`config.mk`:
```
export PLATFORM = sky130hd
export DESIGN_NAME = chan4_seq_flat
export DESIGN_NICKNAME = d
export VERILOG_FILES = /design/src/rtl/chan4_seq_if.sv /design/src/rtl/chan4_seq.sv /design/src/flat_wrapper.sv
export SDC_FILE = /design/constraint.sdc
export NUM_CORES = 1
export LEC_CHECK = 0
export CORE_UTILIZATION = 40
export DETAILED_ROUTE_END_ITERATION = 10
export GPL_TIMING_DRIVEN = 0
export PLACE_DENSITY = 0.67
export SLEW_MARGIN = 25
export SYNTH_ARGS = -nofsm -noshare
export SYNTH_HDL_FRONTEND = slang
export SYNTH_SLANG_ARGS = --single-unit
```
`constraint.sdc`:
```
create_clock -name clk -period 3.1 [get_ports clk]
set_clock_uncertainty 0.15 [all_clocks]
set_input_delay 0.62 -clock clk [delete_from_list [all_inputs] [get_ports clk]]
set_output_delay 0.62 -clock clk [all_outputs]
set_load 0.01 [all_outputs]
```
`src/rtl/chan4_seq_if.sv`:
```
// chan4_seq_if: groups the frame-control, mux-side and FIFO-side signals of
// chan4_seq. The "master" modport is the sequencer itself; "slave" is the
// surrounding logic (strobe source, latched 4 x 18-bit mux, consumer).
interface chan4_seq_if;
    logic        stb;    // frame start strobe, one cycle wide
    logic [1:0]  s;      // channel select to the latched mux
    logic        ce;     // clock enable of the mux output latch
    logic [17:0] q;      // latched mux output, valid the cycle after ce
    logic [17:0] dout;   // FIFO head data
    logic [1:0]  ch;     // channel tag of dout
    logic        dv;     // dout/ch valid (FIFO not empty)
    logic        rdy;    // consumer ready, pops when dv && rdy
    logic        busy;   // frame scan or its final capture pending
    logic        ovf;    // sticky overflow flag
    logic        clr;    // synchronous clear of ovf

    modport master (
        input  stb, q, rdy, clr,
        output s, ce, dout, ch, dv, busy, ovf
    );

    modport slave (
        output stb, q, rdy, clr,
        input  s, ce, dout, ch, dv, busy, ovf
    );
endinterface

```
`src/rtl/chan4_seq.sv`:
```
// chan4_seq: four-channel scan sequencer. A strobe starts a frame that steps
// the mux select from 0 to NLAST with the latch enable high, the latched mux
// word is captured one cycle later and pushed, tagged with its channel, into
// a small output FIFO that the consumer drains with a valid/ready handshake.
//
// Build option: define CHSEQ_OVF_EN to enable the sticky overflow flag
// (set on dropped samples and on strobes that arrive while busy, cleared by
// clr). Without it ovf is tied low and clr is ignored; dropping, strobe
// rejection and FIFO behaviour are the same in both builds.
module chan4_seq #(
    parameter int NLAST = 3,   // last channel scanned per frame (0..3)
    parameter int DEPTH = 4    // FIFO depth, power of two, 2..16
) (
    input  logic       clk,
    input  logic       rst_n,
    chan4_seq_if.master bus
);

    localparam int AW = $clog2(DEPTH);

    typedef enum logic [1:0] {
        IDLE  = 2'd0,
        SCAN  = 2'd1,
        FLUSH = 2'd2
    } state_t;

    // ------------------------------------------------------------------
    // Scan FSM
    // ------------------------------------------------------------------
    state_t      state_reg, state_next;
    logic [1:0]  s_reg, s_next;
    logic        ce_comb;
    logic        busy_comb;
    logic        start;

    // Capture pipeline: ce/s delayed by one cycle to line up with q.
    logic        capv_reg;
    logic [1:0]  capch_reg;

    // A strobe is only honoured when nothing of a previous frame is pending.
    assign busy_comb = (state_reg != IDLE) || capv_reg;
    assign start     = bus.stb && !busy_comb;

    // State and select registers.
    always_ff @(posedge clk or negedge rst_n) begin
        if (!rst_n) begin
            state_reg <= IDLE;
            s_reg     <= 2'd0;
        end else begin
            state_reg <= state_next;
            s_reg     <= s_next;
        end
    end

    // Next-state, next-select and latch-enable decode.
    always_comb begin
        state_next = state_reg;
        s_next     = s_reg;
        ce_comb    = 1'b0;
        case (state_reg)
            IDLE: begin
                if (start) begin
                    state_next = SCAN;
                    s_next     = 2'd0;
                end
            end
            SCAN: begin
                ce_comb = 1'b1;
                if (s_reg == 2'(NLAST)) begin
                    // Select holds at NLAST through FLUSH and IDLE.
                    state_next = FLUSH;
                end else begin
                    s_next = s_reg + 2'd1;
                end
            end
            FLUSH: begin
                // One cycle for the last channel's capture to complete.
                state_next = IDLE;
            end
            default: begin
                state_next = IDLE;
            end
        endcase
    end

    // Capture pipeline: a word is latched by the mux at the edge ending a
    // ce cycle, so it is valid on q during the following cycle.
    always_ff @(posedge clk or negedge rst_n) begin
        if (!rst_n) begin
            capv_reg  <= 1'b0;
            capch_reg <= 2'd0;
        end else begin
            capv_reg  <= ce_comb;
            capch_reg <= s_reg;
        end
    end

    // ------------------------------------------------------------------
    // Output FIFO
    // ------------------------------------------------------------------
    logic [19:0]   mem [DEPTH];
    logic [AW-1:0] wr_ptr_reg, rd_ptr_reg;
    logic [AW:0]   count_reg;
    logic          fifo_empty, fifo_full;
    logic          pop, push_ok, drop;
    logic [19:0]   head;

    assign fifo_empty = (count_reg == '0);
    assign fifo_full  = (count_reg == (AW+1)'(DEPTH));
    assign pop        = !fifo_empty && bus.rdy;
    // When full, a push only fits if the head leaves at the same edge.
    assign push_ok    = capv_reg && (!fifo_full || pop);
    assign drop       = capv_reg && fifo_full && !pop;

    // Storage write: tag and data go in together; entries need no reset
    // because they are never presented before being written.
    always_ff @(posedge clk) begin
        if (push_ok) begin
            mem[wr_ptr_reg] <= {capch_reg, bus.q};
        end
    end

    // Pointers wrap naturally at DEPTH; count is one bit wider so full and
    // empty are distinguishable.
    always_ff @(posedge clk or negedge rst_n) begin
        if (!rst_n) begin
            wr_ptr_reg <= '0;
            rd_ptr_reg <= '0;
            count_reg  <= '0;
        end else begin
            if (push_ok) begin
                wr_ptr_reg <= wr_ptr_reg + AW'(1);
            end
            if (pop) begin
                rd_ptr_reg <= rd_ptr_reg + AW'(1);
            end
            case ({push_ok, pop})
                2'b10:   count_reg <= count_reg + (AW+1)'(1);
                2'b01:   count_reg <= count_reg - (AW+1)'(1);
                default: count_reg <= count_reg;
            endcase
        end
    end

    // Head word is forced to zero while empty so the outputs are never
    // unknown, including straight after reset.
    assign head = fifo_empty ? 20'd0 : mem[rd_ptr_reg];

    // ------------------------------------------------------------------
    // Overflow flag
    // ------------------------------------------------------------------
`ifdef CHSEQ_OVF_EN
    logic ovf_reg;
    logic ovf_event;

    assign ovf_event = drop || (bus.stb && busy_comb);

    // Sticky flag: a new event wins over a simultaneous clear.
    always_ff @(posedge clk or negedge rst_n) begin
        if (!rst_n) begin
            ovf_reg <= 1'b0;
        end else if (ovf_event) begin
            ovf_reg <= 1'b1;
        end else if (bus.clr) begin
            ovf_reg <= 1'b0;
        end
    end

    assign bus.ovf = ovf_reg;
`else
    logic unused_ovf_path;
    assign unused_ovf_path = bus.clr ^ drop;
    assign bus.ovf         = 1'b0;
`endif

    // ------------------------------------------------------------------
    // Outputs
    // ------------------------------------------------------------------
    assign bus.s    = s_reg;
    assign bus.ce   = ce_comb;
    assign bus.busy = busy_comb;
    assign bus.dv   = !fifo_empty;
    assign bus.ch   = head[19:18];
    assign bus.dout = head[17:0];

endmodule

```
`src/flat_wrapper.sv`:
```
// flat-port wrapper written by rule: the top's interface ports become plain ports
module chan4_seq_flat 
#(
    parameter int NLAST = 3,                                           
    parameter int DEPTH = 4                                      
)
  (clk, rst_n, bus_stb, bus_q, bus_rdy, bus_clr, bus_s, bus_ce, bus_dout, bus_ch, bus_dv, bus_busy, bus_ovf);
  chan4_seq_if bus_i ();
  input  logic clk;
  input  logic rst_n;
  input wire logic [$bits(bus_i.stb)-1:0] bus_stb;
  input wire logic [$bits(bus_i.q)-1:0] bus_q;
  input wire logic [$bits(bus_i.rdy)-1:0] bus_rdy;
  input wire logic [$bits(bus_i.clr)-1:0] bus_clr;
  output wire logic [$bits(bus_i.s)-1:0] bus_s;
  output wire logic [$bits(bus_i.ce)-1:0] bus_ce;
  output wire logic [$bits(bus_i.dout)-1:0] bus_dout;
  output wire logic [$bits(bus_i.ch)-1:0] bus_ch;
  output wire logic [$bits(bus_i.dv)-1:0] bus_dv;
  output wire logic [$bits(bus_i.busy)-1:0] bus_busy;
  output wire logic [$bits(bus_i.ovf)-1:0] bus_ovf;
  assign bus_i.stb = bus_stb;
  assign bus_i.q = bus_q;
  assign bus_i.rdy = bus_rdy;
  assign bus_i.clr = bus_clr;
  assign bus_s = bus_i.s;
  assign bus_ce = bus_i.ce;
  assign bus_dout = bus_i.dout;
  assign bus_ch = bus_i.ch;
  assign bus_dv = bus_i.dv;
  assign bus_busy = bus_i.busy;
  assign bus_ovf = bus_i.ovf;
  chan4_seq #(.NLAST(NLAST), .DEPTH(DEPTH)) u_core (.clk(clk), .rst_n(rst_n), .bus(bus_i));
endmodule
```
==> results of run 1 <==
## cell usage in the layout (no fill, tap or decap), drive strengths merged
cell type / synthesis / routed
a21oi: 1 / 1
and2: 26 / 26
buf: 5 / 7
clkbuf: 2 / 12
clkdlybuf4s50: 0 / 46
clkinv: 0 / 3
clkinvlp: 0 / 1
conb: 1 / 1
dfrtp: 14 / 14
edfxtp: 80 / 80
fa: 1 / 1
ha: 6 / 6
inv: 9 / 10
mux2: 1 / 1
mux2i: 1 / 1
mux4: 20 / 20
nand2b: 1 / 1
nand3: 1 / 1
nor2: 2 / 2
nor2b: 1 / 1
o21ai: 1 / 1
o2bb2ai: 1 / 1
o41a: 1 / 1
or3: 3 / 3
or3b: 1 / 1
xnor2: 4 / 4
xor2: 2 / 2
## final cells by class
type,count,area [um2]
multi-input combinational,75,882
timing repair buffer,48,490
buffer,7,47.5
inverter,9,33.8
clock inverter,5,35.0
sequential,94,2750
clock buffer,10,128
fill,743,4340
tap,108,135
## logic make-up after synthesis
kind of cell / Yosys count / share of synthesized area, %
AOI/OAI and AO/OA: 4 / 0.808
xor gates and xnor gates: 6 / 1.42
adders and majority gates: 7 / 2.56
buffers and inverters: 16 / 2.19
DFF: 94 / 74.1
muxes: 22 / 13.0
other: 1 / 0.101
and+or+nand+nor: 35 / 5.80
## routing by layer
| layer | vias up | part of all wire (%) | GRT usage [%] |
|---|---|---|---|
| li1 | 821 | - | - |
| met1 | 888 | 40 | 16.2 |
| met2 | 47 | 53 | 22.9 |
| met3 | 7 | 5.4 | 4.37 |
| met4 | 0 | 1.1 | 5.17 |
| met5 | - | 0 | 0 |
## power by group through the flow
stage / clock [mW] / combinational [mW] / sequential [mW]
6_report: 0.683 / 1.83 / 1.91
5_1_grt: 0.760 / 2.01 / 1.95
4_1_cts: 0.705 / 1.85 / 1.92
3_5_place_dp: 0 / 1.85 / 1.95
3_3_place_gp: 0 / 1.82 / 1.93
2_1_floorplan: 0 / 1.10 / 1.90
## per-stage QoR
stage | utilization, % | std cells | worst slack, ns | hold slack [ns] | instance area (um2)
floorplan | - | 185 | 0.836 | 0.174 | 3710
global placement | 48.7 | 339 | 0.183 | 0.277 | 4310
detailed placement | 48.9 | 340 | 0.160 | 0.275 | 4320
CTS | 50.7 | 355 | 0.0945 | 0.293 | 4490
global route | 50.9 | 356 | 0.00308 | 0.316 | 4510
finish | 50.9 | 356 | 0.159 | 0.287 | 4510
## repair_timing
item | 4_1_cts | 5_1_grt
resized for setup | 0 | 1
hold buffers | 0 | 0
endpoints found under the setup margin | 0 | 1
## worst max-delay path, stage by stage, from the launching register on
cell and delay [ns]:
dfrtp_1 0.42, or3_1 0.46, clkbuf_1 0.26, and2_1 0.21, clkdlybuf4s50_1 0.47
## final timing paths
check,startpoint,endpoint,slack (ns),depth (start not counted)
worst max-delay path,u_core.count_reg[0],bus_dout[0],0.16,4
worst min-delay path,u_core.bus.s[1],u_core.capch_reg[1],0.29,0
worst max register to register,u_core.count_reg[0],u_core.count_reg[2],0.80,8
worst min register to register,u_core.bus.s[1],u_core.capch_reg[1],0.29,0
max in group asynchronous,rst_n,u_core.rd_ptr_reg[0],1.86,1
min in group asynchronous,rst_n,u_core.rd_ptr_reg[1],0.50,1
==> impl_results.md, run 1 <==
* Vias per std cell at 4.95
* Final Wtd Congestion at ~0.68
* Clock Path Buffers at 2
* Postcts setup bufs at 0
* Die Height at 98.4 um
* Cell taking the most area after synthesis: edfxtp_1
* CP Capture Type: output port
* Pin count of the biggest net entering global routing at 21
* Ratio of cells with drive above 1 in the final layout at 17.3%
* Num CTS Buffers at 9
* Drt pass-1 iters at 7
* Fmax at between 300 and 400 MHz
* WL/cell at 16.4 um
* Kind of critical path: reg2out
* Clock tree sinks at 94
* Final Power at 4.43 mW
* Failing checks: design-rule violations
* Synthesis-to-layout area growth at 21.3%
* Switching Power at about 1.3 mW
* Synth Flop Type: edfxtp_1
* Status: complete, but fails checks
* Crit-path max FO at 10
* Actual slew at the worst max-slew pin at 0.622 ns
* Gr ovfl total at 0
* Worst vdd ir at ~0.38 mV
* Total of max-cap violations at 0
* Vias in the first global route at roughly 1800
* RSZ-0062 raised after global routing: false
* DP HPWL at 3.85 mm
* Remaining antenna violation count after routing at 0
* Power Density at 982 nW/um2
* Worst path required time at approximately 2.3 ns
* Nets at 274
* Post-synth top cells: edfxtp_1, and2_1, mux4_2, dfrtp_1, inv_1
* Sw frac at 29.9%
* Syn avg cell area at 20.1 um2
* Mapped cell area at roughly 3700 um2
* Final Max Tran Viols at 0
* Hold Path Class: reg2reg
* Rel. slew slack at 58.4%
* Top post-synthesis cells by area: edfxtp_1, mux4_2, dfrtp_1, and2_1, ha_1
* Ports at 49
* Minimum clock period at about 2.9 ns
* Cells after Synth at 185
* TNS Setup at 0 ns
* Rows at 34
* Post-Route WL at 5.84 mm
* Most common cell in the netlist: edfxtp_1
* CTS tree: done
* Die width at slightly below 100 um
* Clock share of power at 15.4%
* Critical Path Start Type: register
* Antenna Cells at 0
* Final hold vios at 0
* Clk pin slew, worst setup/hold paths at 0.08 ns
* Synthesis Warnings at 0
* Internal at 3.10 mW
* Worst-Skew Late Latency at 0.34 ns
* Synthesized flop and latch total at 94
* Starting Density at 42.0%
* Post-Syn Nets at 215
* Initial DRC Count at 103
* First-pass GRT wire length at 9.58 mm
* Synth cell types at 27
* Final setup vio count at 0
* Vias at 1763
* Post-synth EDFFs at 80
* Comb pwr share at ~41%
* Post-synth top area share at 64.7%
* Post-route DRC violation count at 2
* Pleak at 1.56 nW
* Seq pwr share at 43.2%
* Initial antenna violation count at 0
* Sequential area share after synthesis at 74.1%
* Critical Path AT at ~2.2 ns
* Post-synth ARST share at roughly 15%
* Max FFs per register at 80
* Period utilization at 94.9%
* CORE AREA at 8850 um2
* Number of H-tree levels at 3
* Tot GR Track Use at 13.5%
* Clock tree root driver cell: clkbuf_8
* IO Port Bufs at 46
* Die Area at 9670 um2
(Power assumes the default switching activity.)
==> run 2: changes to the inputs <==
--- a/config.mk
+++ b/config.mk
@@ -9,6 +9,7 @@
 export DETAILED_ROUTE_END_ITERATION = 10
 export GPL_TIMING_DRIVEN = 0
 export PLACE_DENSITY = 0.67
+export SKIP_CTS_REPAIR_TIMING = 1
 export SLEW_MARGIN = 25
 export SYNTH_ARGS = -nofsm -noshare
 export SYNTH_HDL_FRONTEND = slang
==> results of run 2 <==
Final layout, timing and power as in run 1 (identical DEF).
